## src/rtl/branch_unit_if.sv

```systemverilog
// Bundle between the branch unit and its neighbours. It carries the fetch-side
// prediction lookup, the execute-side operands and the registered resolution.
// The slave modport is the branch unit. The master modport is whoever drives it.
interface branch_unit_if #(
  parameter int XLEN = 32
);

  // Fetch-side prediction lookup
  logic [XLEN-1:0] pred_pc;
  logic            pred_taken;

  // Execute-side instruction and operands
  logic            ex_valid;
  logic [29:0]     ex_instr;
  logic [XLEN-1:0] ex_pc;
  logic [XLEN-1:0] ex_rs1_data;
  logic [XLEN-1:0] ex_rs2_data;
  logic            ex_pred_taken;
  logic            flush;

  // Registered resolution results
  logic            res_valid;
  logic            res_jack;
  logic            res_je;
  logic [XLEN-1:0] res_target;
  logic [XLEN-1:0] res_link;
  logic            res_mispredict;
  logic            res_misaligned;

  modport master (
    output pred_pc,
    output ex_valid, ex_instr, ex_pc, ex_rs1_data, ex_rs2_data,
    output ex_pred_taken, flush,
    input  pred_taken,
    input  res_valid, res_jack, res_je, res_target, res_link,
    input  res_mispredict, res_misaligned
  );

  modport slave (
    input  pred_pc,
    input  ex_valid, ex_instr, ex_pc, ex_rs1_data, ex_rs2_data,
    input  ex_pred_taken, flush,
    output pred_taken,
    output res_valid, res_jack, res_je, res_target, res_link,
    output res_mispredict, res_misaligned
  );

endinterface

```

## src/rtl/branch_unit.sv

```systemverilog
// Jump/branch resolution unit with a built-in branch history table.
// Fetch gets a combinational taken/not-taken hint from a table of 2-bit
// saturating counters.
// Execute resolves BRANCH/JAL/JALR. It registers the target, link, mispredict
// and misaligned flags one cycle later, and trains the table on conditional
// branches.
module branch_unit #(
  parameter int         XLEN         = 32,
  parameter int         BHT_IDX_BITS = 6,
  parameter logic [1:0] CTR_INIT     = 2'b01
) (
  input logic          clk,
  input logic          rst_n,
  branch_unit_if.slave bus
);

  localparam int BHT_ENTRIES = 1 << BHT_IDX_BITS;

  localparam logic [4:0] OP_BRANCH = 5'b11000;
  localparam logic [4:0] OP_JALR   = 5'b11001;
  localparam logic [4:0] OP_JAL    = 5'b11011;

  localparam logic [2:0] F3_BEQ  = 3'b000;
  localparam logic [2:0] F3_BNE  = 3'b001;
  localparam logic [2:0] F3_BLT  = 3'b100;
  localparam logic [2:0] F3_BGE  = 3'b101;
  localparam logic [2:0] F3_BLTU = 3'b110;
  localparam logic [2:0] F3_BGEU = 3'b111;

  typedef enum logic [1:0] {
    KIND_NONE,
    KIND_BRANCH,
    KIND_JAL,
    KIND_JALR
  } jumpKind_e;

  // Instruction bits are indexed by their architectural position. Bits [1:0]
  // are never carried down the pipe.
  logic [31:2]     instr;
  logic [4:0]      opcode;
  logic [2:0]      funct3;
  logic [XLEN-1:0] immB;
  logic [XLEN-1:0] immJ;
  logic [XLEN-1:0] immI;

  jumpKind_e       kind;
  logic            condTaken;
  logic            jumpTaken;
  logic [XLEN-1:0] jalrSum;
  logic [XLEN-1:0] target;
  logic            misaligned;
  logic            rawMispredict;
  logic            fire;

  logic [BHT_IDX_BITS-1:0] predIdx;
  logic [BHT_IDX_BITS-1:0] exIdx;
  logic [1:0]              bht_q [BHT_ENTRIES];
  logic [1:0]              exCtr;
  logic [1:0]              ctr_d;
  logic                    bhtWrite;

  logic            resValid_q,      resValid_d;
  logic            resJack_q,       resJack_d;
  logic            resJe_q,         resJe_d;
  logic [XLEN-1:0] resTarget_q,     resTarget_d;
  logic [XLEN-1:0] resLink_q,       resLink_d;
  logic            resMispredict_q, resMispredict_d;
  logic            resMisaligned_q, resMisaligned_d;

  // Only the index bits of the fetch PC select a counter. Aliasing above them
  // is accepted.
  logic unusedPredPcBits;
  assign unusedPredPcBits = ^{bus.pred_pc[XLEN-1:BHT_IDX_BITS+2], bus.pred_pc[1:0]};

  assign instr  = bus.ex_instr;
  assign opcode = instr[6:2];
  assign funct3 = instr[14:12];

  // The B, J and I immediates are scattered through the word. Each is
  // sign-extended from instr[31].
  assign immB = {{(XLEN-12){instr[31]}}, instr[7], instr[30:25], instr[11:8], 1'b0};
  assign immJ = {{(XLEN-20){instr[31]}}, instr[19:12], instr[20], instr[30:21], 1'b0};
  assign immI = {{(XLEN-11){instr[31]}}, instr[30:20]};

  // Classify the instruction. Branches with funct3 010/011 are illegal and
  // are treated as non-jumps.
  always_comb begin
    kind = KIND_NONE;
    case (opcode)
      OP_BRANCH: begin
        if (funct3 != 3'b010 && funct3 != 3'b011) begin
          kind = KIND_BRANCH;
        end
      end
      OP_JAL:  kind = KIND_JAL;
      OP_JALR: kind = KIND_JALR;
      default: kind = KIND_NONE;
    endcase
  end

  // Evaluate the branch condition. BLT/BGE compare signed, BLTU/BGEU compare
  // unsigned.
  always_comb begin
    condTaken = 1'b0;
    case (funct3)
      F3_BEQ:  condTaken = (bus.ex_rs1_data == bus.ex_rs2_data);
      F3_BNE:  condTaken = (bus.ex_rs1_data != bus.ex_rs2_data);
      F3_BLT:  condTaken = ($signed(bus.ex_rs1_data) <  $signed(bus.ex_rs2_data));
      F3_BGE:  condTaken = ($signed(bus.ex_rs1_data) >= $signed(bus.ex_rs2_data));
      F3_BLTU: condTaken = (bus.ex_rs1_data <  bus.ex_rs2_data);
      F3_BGEU: condTaken = (bus.ex_rs1_data >= bus.ex_rs2_data);
      default: condTaken = 1'b0;
    endcase
  end

  // Compute the target, whether the jump is taken, and the alignment trap.
  // JALR drops bit 0 of its sum.
  always_comb begin
    jalrSum = bus.ex_rs1_data + immI;
    case (kind)
      KIND_JALR: target = {jalrSum[XLEN-1:1], 1'b0};
      KIND_JAL:  target = bus.ex_pc + immJ;
      default:   target = bus.ex_pc + immB;
    endcase
    jumpTaken  = ((kind == KIND_BRANCH) && condTaken) ||
                 (kind == KIND_JAL) || (kind == KIND_JALR);
    misaligned = jumpTaken && target[1];
  end

  // Decide whether the front end must be redirected. JALR has no target
  // prediction, so it always redirects.
  always_comb begin
    case (kind)
      KIND_BRANCH: rawMispredict = (jumpTaken != bus.ex_pred_taken);
      KIND_JAL:    rawMispredict = !bus.ex_pred_taken;
      KIND_JALR:   rawMispredict = 1'b1;
      default:     rawMispredict = bus.ex_pred_taken;
    endcase
  end

  // Load a new result when the execute slot is live. Otherwise only drop
  // valid. A misaligned taken target hands the redirect to the trap path.
  always_comb begin
    fire            = bus.ex_valid && !bus.flush;
    resValid_d      = 1'b0;
    resJack_d       = resJack_q;
    resJe_d         = resJe_q;
    resTarget_d     = resTarget_q;
    resLink_d       = resLink_q;
    resMispredict_d = resMispredict_q;
    resMisaligned_d = resMisaligned_q;
    if (fire) begin
      resValid_d      = 1'b1;
      resJack_d       = (kind != KIND_NONE);
      resJe_d         = jumpTaken && !misaligned;
      resTarget_d     = target;
      resLink_d       = bus.ex_pc + XLEN'(4);
      resMispredict_d = rawMispredict && !misaligned;
      resMisaligned_d = misaligned;
    end
  end

  // Result registers. Reset clears them, which discards anything in flight.
  always_ff @(posedge clk or negedge rst_n) begin
    if (!rst_n) begin
      resValid_q      <= 1'b0;
      resJack_q       <= 1'b0;
      resJe_q         <= 1'b0;
      resTarget_q     <= '0;
      resLink_q       <= '0;
      resMispredict_q <= 1'b0;
      resMisaligned_q <= 1'b0;
    end else begin
      resValid_q      <= resValid_d;
      resJack_q       <= resJack_d;
      resJe_q         <= resJe_d;
      resTarget_q     <= resTarget_d;
      resLink_q       <= resLink_d;
      resMispredict_q <= resMispredict_d;
      resMisaligned_q <= resMisaligned_d;
    end
  end

  assign predIdx = bus.pred_pc[BHT_IDX_BITS+1:2];
  assign exIdx   = bus.ex_pc[BHT_IDX_BITS+1:2];
  assign exCtr   = bht_q[exIdx];

  // Compute the saturating counter step for the resolving branch. Only legal
  // conditional branches that actually retire train the table.
  always_comb begin
    bhtWrite = fire && (kind == KIND_BRANCH);
    ctr_d    = exCtr;
    if (condTaken) begin
      if (exCtr != 2'b11) begin
        ctr_d = exCtr + 2'd1;
      end
    end else begin
      if (exCtr != 2'b00) begin
        ctr_d = exCtr - 2'd1;
      end
    end
  end

  // Counter table. A same-cycle read sees the old value until the edge.
  always_ff @(posedge clk or negedge rst_n) begin
    if (!rst_n) begin
      for (int i = 0; i < BHT_ENTRIES; i++) begin
        bht_q[i] <= CTR_INIT;
      end
    end else if (bhtWrite) begin
      bht_q[exIdx] <= ctr_d;
    end
  end

  assign bus.pred_taken     = bht_q[predIdx][1];
  assign bus.res_valid      = resValid_q;
  assign bus.res_jack       = resJack_q;
  assign bus.res_je         = resJe_q;
  assign bus.res_target     = resTarget_q;
  assign bus.res_link       = resLink_q;
  assign bus.res_mispredict = resMispredict_q;
  assign bus.res_misaligned = resMisaligned_q;

endmodule

```

## src/flat_wrapper.sv

```systemverilog
// flat-port wrapper written by rule: the top's interface ports become plain ports
module branch_unit_flat 
#(
  parameter int         XLEN         = 32,
  parameter int         BHT_IDX_BITS = 6,
  parameter logic [1:0] CTR_INIT     = 2'b01
)
  (clk, rst_n, bus_pred_pc, bus_ex_valid, bus_ex_instr, bus_ex_pc, bus_ex_rs1_data, bus_ex_rs2_data, bus_ex_pred_taken, bus_flush, bus_pred_taken, bus_res_valid, bus_res_jack, bus_res_je, bus_res_target, bus_res_link, bus_res_mispredict, bus_res_misaligned);
  branch_unit_if #(.XLEN(XLEN)) bus_i ();
  input logic clk;
  input logic rst_n;
  input wire logic [$bits(bus_i.pred_pc)-1:0] bus_pred_pc;
  input wire logic [$bits(bus_i.ex_valid)-1:0] bus_ex_valid;
  input wire logic [$bits(bus_i.ex_instr)-1:0] bus_ex_instr;
  input wire logic [$bits(bus_i.ex_pc)-1:0] bus_ex_pc;
  input wire logic [$bits(bus_i.ex_rs1_data)-1:0] bus_ex_rs1_data;
  input wire logic [$bits(bus_i.ex_rs2_data)-1:0] bus_ex_rs2_data;
  input wire logic [$bits(bus_i.ex_pred_taken)-1:0] bus_ex_pred_taken;
  input wire logic [$bits(bus_i.flush)-1:0] bus_flush;
  output wire logic [$bits(bus_i.pred_taken)-1:0] bus_pred_taken;
  output wire logic [$bits(bus_i.res_valid)-1:0] bus_res_valid;
  output wire logic [$bits(bus_i.res_jack)-1:0] bus_res_jack;
  output wire logic [$bits(bus_i.res_je)-1:0] bus_res_je;
  output wire logic [$bits(bus_i.res_target)-1:0] bus_res_target;
  output wire logic [$bits(bus_i.res_link)-1:0] bus_res_link;
  output wire logic [$bits(bus_i.res_mispredict)-1:0] bus_res_mispredict;
  output wire logic [$bits(bus_i.res_misaligned)-1:0] bus_res_misaligned;
  assign bus_i.pred_pc = bus_pred_pc;
  assign bus_i.ex_valid = bus_ex_valid;
  assign bus_i.ex_instr = bus_ex_instr;
  assign bus_i.ex_pc = bus_ex_pc;
  assign bus_i.ex_rs1_data = bus_ex_rs1_data;
  assign bus_i.ex_rs2_data = bus_ex_rs2_data;
  assign bus_i.ex_pred_taken = bus_ex_pred_taken;
  assign bus_i.flush = bus_flush;
  assign bus_pred_taken = bus_i.pred_taken;
  assign bus_res_valid = bus_i.res_valid;
  assign bus_res_jack = bus_i.res_jack;
  assign bus_res_je = bus_i.res_je;
  assign bus_res_target = bus_i.res_target;
  assign bus_res_link = bus_i.res_link;
  assign bus_res_mispredict = bus_i.res_mispredict;
  assign bus_res_misaligned = bus_i.res_misaligned;
  branch_unit #(.XLEN(XLEN), .BHT_IDX_BITS(BHT_IDX_BITS), .CTR_INIT(CTR_INIT)) u_core (.clk(clk), .rst_n(rst_n), .bus(bus_i));
endmodule
```

## config.mk

```make
export PLATFORM = sky130hd
export DESIGN_NAME = branch_unit_flat
export DESIGN_NICKNAME = d
export VERILOG_FILES = /design/src/rtl/branch_unit_if.sv /design/src/rtl/branch_unit.sv /design/src/flat_wrapper.sv
export SDC_FILE = /design/constraint.sdc
export NUM_CORES = 1
export LEC_CHECK = 0
export ABC_AREA = 1
export BUFFER_PORTS_ARGS = -buffer_cell sky130_fd_sc_hd__buf_2
export CAP_MARGIN = 15
export CELL_PAD_IN_SITES_DETAIL_PLACEMENT = 0
export CELL_PAD_IN_SITES_GLOBAL_PLACEMENT = 2
export CORE_ASPECT_RATIO = 0.6
export CORE_MARGIN = 2
export CORE_UTILIZATION = 30
export CTS_CLUSTER_DIAMETER = 200
export DETAILED_ROUTE_END_ITERATION = 10
export PLACE_DENSITY = 0.73
export SETUP_SLACK_MARGIN = 0.4
export SYNTH_ARGS = -nofsm -noshare
export SYNTH_HDL_FRONTEND = slang
export SYNTH_SLANG_ARGS = --single-unit
```

## constraint.sdc

```tcl
create_clock -name clk -period 2.3 [get_ports clk]
set_input_delay 0 -clock clk [delete_from_list [all_inputs] [get_ports clk]]
set_output_delay 0 -clock clk [all_outputs]
set_load 0.1 [all_outputs]
```

### Word-level counts from Yosys, hierarchy flattened

Index checks and enable logic that the tools add are counted.
W data, S select, Z words.

| storage, ports and cells | value |
|---|---|
| register bits | 197 |
| input port bits | 163 |
| word-level logic and storage cells | 137 |

| operators by class | value |
|---|---|
| add/subtract/negate cells | 6 |
| order comparisons | 7 |
| eq/ne operators | 17 |
| muxes and demuxes | 18 |
| bitwise gates (word level) | 2 |
| reduce and logical (&&, ||, !) cells | 16 |

Operator list:

| kind | count |
|---|---|
| $bwmux W128 | 1 |
| $add A32 B32 Y32 | 3 |
| $ge A32 B32 Y1 | 2 |
| $lt A32 B32 Y1 | 2 |
| $pmux W32 S2 | 1 |
| $add A32 B3 Y32 const B | 1 |
| $eq A32 B32 Y1 | 1 |
| $ne A32 B32 Y1 | 1 |
| $bmux W2 S6 | 2 |
| $mux W2 | 8 |
| $eq A5 B5 Y1 const B | 3 |
| $ge A7 B7 Y1 const B | 2 |
| $not A6 Y7 | 2 |
| $demux W2 S6 | 1 |
| $eq A3 B3 Y1 const B | 4 |
| $logic_and A1 B1 Y1 | 8 |
| $lt A7 B1 Y1 const B | 1 |
| $ne A3 B2 Y1 const B | 2 |
| $pmux W1 S6 | 1 |
| $pmux W2 S3 | 1 |
| $eq A2 B2 Y1 const B | 2 |
| $reduce_bool A2 Y1 | 2 |
| $eq A3 B1 Y1 const B | 1 |
| $logic_not A1 Y1 | 3 |
| other kinds (9) | 11 |

### Longest topological paths before layout

Gate-level depths: netlist (run 1).

| depth | value |
|---|---|
| word-level depth | 11 |
| mapped depth | 27 |
| mapped depth without buffers | 27 |

### Worst setup path before layout (run 1)

No wires, ideal clock.

| path | value |
|---|---|
| path kind | input-to-reg |
| start point | input port bus_ex_instr[3] |
| end point | register u_core.resTarget_q[21], in the netlist u_core.bus.res_target[21] |
| setup time | 0.120 ns |
| arrival | 3.329 ns |
| required time | 2.180 ns |
| path slack | -1.148 ns |
| cell stages on the path | 27 |
| path buffers | 1 |
| path through | inv_1 nor2_1 inv_1 nor4_2 inv_1 nand2_1 inv_1 nand2_1 clkbuf_1 mux2_2 fa_1 nand2_1 nand2_1 o21ai_0 o21ai_0 inv_1 o21a_1 inv_1 nand2_1 nand2_1 nand2_1 nand2_1 or2_2 nand3_1 nand2_1 nand2_1 nand2_1 |

| on the way | value |
|---|---|
| cells in the longest elaborated chain, start to end | 4 |
| elaborated cells between the ends (all ways) | 7 |
| those cells by class | eq/ne (5); mux (2) |

RTL lines:

| element | line | source |
|---|---|---|
| start, declared | flat_wrapper.sv:14 | `input wire logic [$bits(bus_i.ex_instr)-1:0] bus_ex_instr;` |
| $eq A5 B5 Y1 | branch_unit.sv:89 | `case (opcode)` |
| $pmux W2 S3 (*) | branch_unit.sv:89 |  |
| $eq A2 B2 Y1 | branch_unit.sv:120 | `case (kind)` |
| $pmux W32 S2 (*) | branch_unit.sv:120 |  |
| end signal, assigned | branch_unit.sv:177 | `resTarget_q <= resTarget_d;` |
| end, declared | branch_unit.sv:65 | `logic [XLEN-1:0] resTarget_q, resTarget_d;` |

Mark *: on every way between the ends. The rest lies on a longest branch, timed or not.
A chain may end at the register's enable or synchronous reset.

### Worst setup path after layout (run 1)

| path | value |
|---|---|
| start point | input port bus_ex_instr[2] |
| end point | register u_core.resTarget_q[21], in the netlist u_core.bus.res_target[21] |

Same word-level chain as after synthesis.

==> metrics.md, run 1 <==
| Metric | Value |
|---|---|
| Worst-skew pair later-pin latency | ~480 ps |
| First-pass GRT wire length | ~100 mm |
| Detailed Routing Iterations Pass 1 | 6 |
| Clock root buffer | clkbuf_16 |
| Hold Crit Class | in2reg |
| H-tree levels | 4 |
| Die Y | 178 um |
| WL/cell | between 20 and 25 um |
| Final instance area | roughly 22000 sq um |
| Core area | around 50000 sq um |
| Synth unique cells | 56 |
| Leakage Power | ~0.011 uW |
| Placed insts | 3256 |
| Layout Nets | roughly 3000 |
| DP HPWL | just over 50 mm |
| Peak supply drop | 427 uV |
| Slowest stage cell, crit path | fa_2 |
| Setup-failing EPs final | 53 |
| Die area | approximately 52000 sq um |
| Hold path depth | 4 |
| Top Layer Used | met4 |
| R2R depth | 12 |
| Synthesized area per cell | between 6 and 7 sq um |
| TritonCTS clock tree | done |
| Clock transition at the registers of the reported paths | 70 ps |
| Detailed-route vias per instance | a little over 5 |
| Non-filler instance count after layout | 3365 |
| CP bufs+invs | 6 |
| GPL Wtd Cong | between 0.9 and 1 |
| Setup ws final | -263 ps |
| DRT iter0 DRCs | 1641 |
| Failing checks | setup timing |
| Unrepaired setup endpoints after global routing | yes |
| Setup TNS | -3290 ps |
| Most frequent cells in the layout | nand2_1, buf_4, inv_1 |
| Largest net degree at the start of global routing | 76 |
| Top FF cell, synth | dfrtp_1 |
| WL met2 | approximately 25 mm |
| Sequential share of the synthesized area | 0.331 |
| CP Data Required Time | approximately 2700 ps |
| Yosys reg bits | about 200 |
| Number of synthesized flops with an enable pin | 0 |
| Port-buffer cells | between 200 and 250 |
| Share of layout cells above drive strength 1 | 0.324 |
| Wire length on met1 | between 30 and 40 mm |
| Grt ovf | 0 |
| Post-Syn Area | approximately 15000 sq um |
| Synthesis warning total | 0 |
| Max frequency | 0.390 GHz |
| Syn nets | between 2000 and 2500 |
| Metal3 WL | a little under 6 mm |
| Status | finished, violations left |
| Placed standard-cell area | 19200 sq um |
| Antenna violations before repair | 1 |
| Arrival @ worst endpoint | approximately 2900 ps |
| Measured slew at the worst slew-check pin | 866 ps |
| Crit. End Element | register |
| Hold Vio Cnt, Final | 0 |
| Final clock skew | 12.7 ps |
| Vias in the first global route | about 16000 |
| Ports | 233 |
| Pwr Total | about 13000 uW |
| Worst Setup Path Type | in2reg |
| CP top delay family | simple AND/OR/NAND/NOR gates |
| Asr flop ratio synth | 1.00 |
| MaxCap Viol Count | 0 |
| Row cnt | between 60 and 70 |
| R2r setup slk | about 40 ps |
| Worst path depth | 27 |
| Fillcell total | slightly above 5000 |
| Initial core utilization | 0.305 |
| Slew Limit Fails | 0 |
| Most frequent CP cell | nand2_1 |
| DRC | 0 |
| Commonest non-fill, non-tap cell in the layout | nand2_1 |
| Gate Count Post-Synth | between 2000 and 2500 |
| Chip Width | about 290 um |
| Clock Sinks | a little under 200 |
| CP max stage delay | roughly 400 ps |
| Critical path startpoint category | input pin |
| Period utilization | 1.11 |
| Syn-to-layout area delta | 42.3% |
| Worst Path Max Fanout | 5 |
| DRT antenna net count | 0 |
| CTS Buf Count | 17 |
| Drt total wl | slightly below 70 mm |
| Max Buffers Root-to-Sink | 2 |
| Pwr/cell area | 582 nW/um^2 |
| Gr usage total | 0.258 |
| Slew Limit Headroom | 0.423 |
| Min Clock Period, post-route | about 2600 ps |
| Vias post-DR | approximately 17000 |
-- power breakdown --
group,switching (uW),internal (uW),total (uW)
clock network,1620,1560,3180
logic,3810,1730,5540
registers,165,3670,3840
-- final cells by class --
class / count / area (sq um) / area share
multi-input combinational: 1647 / 9850 / 0.457
sequential: 197 / 5010 / 0.232
timing repair buffer: 564 / 4270 / 0.198
inverter: 274 / 1040 / 0.0483
tap: 650 / 813 / 0.0377
clock buffer: 18 / 439 / 0.0204
clock inverter: 14 / 148 / 0.00684
antenna: 1 / 2.50 / 0.000116
-- cells by family (layout without fill, tap and decap cells) --
| kind of cell | count (synthesis) | count (layout) | synth area share |
|---|---|---|---|
| simple gates | 1072 | 1072 | 0.306 |
| buf+inv | 353 | 870 | 0.0945 |
| mux | 5 | 5 | 0.00372 |
| fa+ha+maj | 95 | 95 | 0.0794 |
| flops | 197 | 197 | 0.331 |
| xor+xnor | 38 | 38 | 0.0220 |
| compound gates | 437 | 437 | 0.164 |
| other cells | 0 | 1 | 0 |
-- cells in the mapped netlist, types with 3 or more instances --
| library cell | n | area [sq um] |
|---|---|---|
| buf_2 | 22 | 110 |
| nor2_4 | 3 | 33.8 |
| clkbuf_1 | 33 | 124 |
| o211ai_1 | 4 | 30.0 |
| nor3b_1 | 3 | 22.5 |
| nor4_1 | 5 | 31.3 |
| buf_6 | 6 | 67.6 |
| o21a_1 | 4 | 30.0 |
| o21ai_0 | 167 | 836 |
| nor3_1 | 86 | 430 |
| a22oi_1 | 8 | 60.1 |
| o21bai_1 | 10 | 75.1 |
| o2111ai_1 | 3 | 26.3 |
| a21o_1 | 14 | 105 |
| nand3_2 | 7 | 70.1 |
| mux2_2 | 5 | 56.3 |
| inv_2 | 15 | 56.3 |
| o31ai_1 | 3 | 22.5 |
| a221oi_1 | 18 | 158 |
| o21ai_1 | 30 | 150 |
| xor2_1 | 22 | 193 |
| dfstp_2 | 64 | 1680 |
| a21oi_1 | 128 | 641 |
| a31o_2 | 3 | 26.3 |
| inv_1 | 257 | 965 |
| dfrtp_1 | 133 | 3330 |
| o311ai_0 | 3 | 26.3 |
| buf_1 | 9 | 33.8 |
| o221ai_1 | 5 | 43.8 |
| nand3_1 | 203 | 1020 |
| nor2_2 | 6 | 37.5 |
| nand4_1 | 28 | 175 |
| nor2_1 | 147 | 552 |
| nand2_1 | 564 | 2120 |
| ha_1 | 93 | 1160 |
| buf_4 | 9 | 67.6 |
| o22ai_1 | 8 | 50.1 |
| or2_2 | 10 | 62.6 |
| xnor2_1 | 16 | 140 |
| a31oi_1 | 22 | 138 |
-- metrics by stage --
step	worst slack (ps)	util	hold WS [ps]
after floorplan	-766	-	-296
after global placement	-965	0.387	1.63
after detailed placement	-1010	0.387	6.96
after CTS	-137	0.425	8.50
after global routing	-437	0.434	25.5
final	-263	0.434	35.4
-- routing by layer --
metal | vias up | track usage
met5 | - | 0
met3 | 38 | 0.0567
met2 | 627 | 0.328
met4 | 0 | 0.0457
li1 | 8374 | -
met1 | 8147 | 0.427
-- flip-flops by register name (all words and copies together), names as in the netlist --
signal and count:
u_core.bus.res_link 32, u_core.bus.res_target 32, u_core.bht_q 128, u_core.bus.res_misaligned 1
u_core.bus.res_mispredict 1, u_core.bus.res_valid 1, u_core.bus.res_jack 1, u_core.bus.res_je 1
-- worst min-delay path: cells and delay by family --
family          cells  cell delay [ps]
buf+inv             2              320
compound gates      2              140
-- timing repair --
action,in CTS,in global routing
buffers inserted,33,8
pin swaps,38,28
cloned,3,0
endpoints found under the hold margin,142,0
gates resized for setup,150,106
setup endpoints to repair,163,169
hold buffers,32,0
-- path summary, 6_finish.rpt --
kind | end | from
max reg2reg | u_core.bht_q[85]$_DFFE_PN0P_ | u_core.bht_q[81]$_DFFE_PN0P_
max | u_core.bus.res_target[21]$_DFFE_PN0P_ | bus_ex_instr[2]
min | u_core.bus.res_link[6]$_DFFE_PN0P_ | bus_ex_pc[6]
min reg2reg | u_core.bht_q[64]$_DFFE_PN1P_ | u_core.bht_q[64]$_DFFE_PN1P_
min in group asynchronous | u_core.bht_q[83]$_DFFE_PN0P_ | rst_n
max in group asynchronous | u_core.bht_q[6]$_DFFE_PN1P_ | rst_n
Note: power is estimated with default switching activity, not from simulation.
==> run 2: changes to the inputs <==
CORE_UTILIZATION = 33   (was 30)
CTS_BUF_LIST = sky130_fd_sc_hd__clkbuf_8   (was default)
PLACE_DENSITY = 0.8   (was 0.73)
==> run 2 against run 1 <==
The flow still finishes with violations (setup timing). Sequential share of layout area decreased by 1.8 points. Clock power decreased by 15%. Wire length increased by 6.8%. Combinational power increased by 21%. First-iteration DRC count increased by 9.1%. Core utilization increased by 8.5 points. Final cell count about the same. Worst setup slack improved by 73 ps. Non-clock buffer count increased by 61. Critical path depth unchanged. Largest power group unchanged.
==> metrics.md, run 2 (synthesis results as in run 1) <==
| Metric | Value |
|---|---|
| Status | finished, violations left |
| Failing checks | setup timing |
| CP Data Required Time | 2710 ps |
| Detailed-route vias per instance | 5.40 |
| Hold Crit Class | in2reg |
| Share of layout cells above drive strength 1 | 0.385 |
| Most frequent CP cell | nand2_1 |
| R2R depth | 16 |
| Min Clock Period, post-route | approximately 2500 ps |
| Initial core utilization | 0.336 |
| GPL Wtd Cong | around 0.93 |
| Worst Path Max Fanout | 4 |
| First-pass GRT wire length | roughly 110 mm |
| Worst-skew pair later-pin latency | 530 ps |
| TritonCTS clock tree | done |
| Critical path startpoint category | input pin |
| Measured slew at the worst slew-check pin | slightly above 900 ps |
| Hold Vio Cnt, Final | 0 |
| Fillcell total | around 4400 |
| Die Y | about 170 um |
| R2r setup slk | -60 ps |
| Port-buffer cells | 206 |
| Largest net degree at the start of global routing | 76 |
| Max reg flops | roughly 130 |
| Max Buffers Root-to-Sink | 2 |
| Crit path to | u_core.bus.res_target[21]$_DFFE_PN0P_ |
| Vias post-DR | around 18000 |
| Worst r2r src | u_core.bht_q[81]$_DFFE_PN0P_ |
| Core area | about 45000 sq um |
| Setup-failing EPs final | between 40 and 50 |
| Worst Setup Path Type | in2reg |
| Ports | approximately 230 |
| Antenna violations before repair | 3 |
| MaxCap Viol Count | 0 |
| Setup ws final | -190 ps |
| CP max stage delay | 380 ps |
| Pwr/cell area | approximately 570 nW/um^2 |
| Slew Limit Fails | 0 |
| Grt ovf | 0 |
| Vias in the first global route | between 15000 and 20000 |
| Slew Limit Headroom | 0.373 |
| Slowest stage cell, crit path | fa_2 |
| Max frequency | ~0.4 GHz |
| DRT iter0 DRCs | between 1500 and 2000 |
| Most flop-heavy register | u_core.bht_q |
| Reg2reg end | u_core.bht_q[72]$_DFFE_PN1P_ |
| Leakage Power | around 0.011 uW |
| Syn-to-layout area delta | 54.2% |
| Setup TNS | -2040 ps |
| Clock Sinks | 197 |
| Commonest non-fill, non-tap cell in the layout | nand2_1 |
| Final Util | 0.519 |
| Gr usage total | 0.299 |
| Chip Width | 281 um |
| Peak supply drop | approximately 500 uV |
| Clock root buffer | clkbuf_8 |
| Crit path launch | bus_ex_instr[2] |
| Row cnt | 60 |
| Most frequent cells in the layout | nand2_1, buf_4, inv_1 |
| Drt total wl | roughly 73 mm |
| Arrival @ worst endpoint | about 2900 ps |
| DRC | 0 |
| DRT antenna net count | 0 |
| WL/cell | 21.6 um |
| Layout Nets | around 3000 |
| DP HPWL | 50.2 mm |
| Crit. End Element | register |
| Detailed Routing Iterations Pass 1 | 6 |
| Worst hold start | bus_ex_pc[9] |
| CTS Buf Count | 17 |
| Period utilization | 1.08 |
| Final clock skew | ~27 ps |
| Clock transition at the registers of the reported paths | about 120 ps |
| Die area | 47700 sq um |
| H-tree levels | 4 |
| Unrepaired setup endpoints after global routing | yes |
[run 2: cell types whose count changed in the layout (fill, tap and decap cells not counted), moves of 22 or more]
cell,change
nand2_1,-26
nand2_2,+22
nand3_1,-115
nand3_2,+93
nand3_4,+22
nor3_1,+43
nor3_2,-44
[run 2: worst min path at each step]
stage / endpoint / slack, ps / cells past startpoint
floorplan: u_core.bht_q[101]$_DFFE_PN0P_ / -300 / 0
global placement: u_core.bht_q[83]$_DFFE_PN0P_ / -20 / 1
detailed placement: u_core.bht_q[93]$_DFFE_PN0P_ / -20 / 1
CTS: u_core.bus.res_link[14]$_DFFE_PN0P_ / 7 / 6
global route: u_core.bus.res_link[14]$_DFFE_PN0P_ / 60 / 6
finish: u_core.bus.res_link[14]$_DFFE_PN0P_ / 50 / 6
[run 2: final cells by class]
cell class / count / area [sq um] / share of cell area
flip-flops and latches: 197 / 5010 / 0.214
well taps: 589 / 737 / 0.0315
clock inverters: 15 / 231 / 0.00990
repair buffers: 625 / 5440 / 0.233
inverters: 274 / 1040 / 0.0446
clock buffers: 17 / 234 / 0.0100
diodes: 2 / 5.00 / 0.000214
multi-input cells: 1649 / 10700 / 0.457
[run 2: per-layer routing]
layer  vias up  routed length (um)  track usage
li1       8532                   -            -
met1      8722               36000        0.466
met2       827               27400        0.394
met3        99                7830       0.0848
met4         0                1480       0.0677
met5         -                   0            0
[run 2: metrics by stage]
stage	setup WS (ps)	area, sq um	power (uW)	cells	hold slack (ps)
after floorplan	-766	15400	6950	2197	-296
after global placement	-942	19100	8830	3198	-24.1
after detailed placement	-1060	19100	8850	3198	-24.5
after CTS	-96.2	22300	12900	3342	6.65
after global routing	-352	23400	13800	3366	64.5
final	-190	23400	13300	3368	54.8
[run 2: power breakdown]
group / leakage, uW / switching, uW / internal [uW]
sequential: 0.00225 / 170 / 3670
combinational: 0.00871 / 4290 / 2420
clock: 0.000228 / 1650 / 1060
total: 0.0112 / 6100 / 7150
[run 2: critical path, delay by kind of cell]
family	cells	cell delay (ps)
simple gates	15	1290
fa+ha+maj	2	550
buf+inv	6	400
compound gates	3	330
mux	1	320
[run 2: repair_timing]
action                                 CTS  global route
endpoints found under the hold margin  190             0
setup buffers                           44            21
resized for setup                      319           182
setup endpoints to repair              161           167
gates cloned                            26             4
pin swaps                              163           128
hold buffers                            42             0
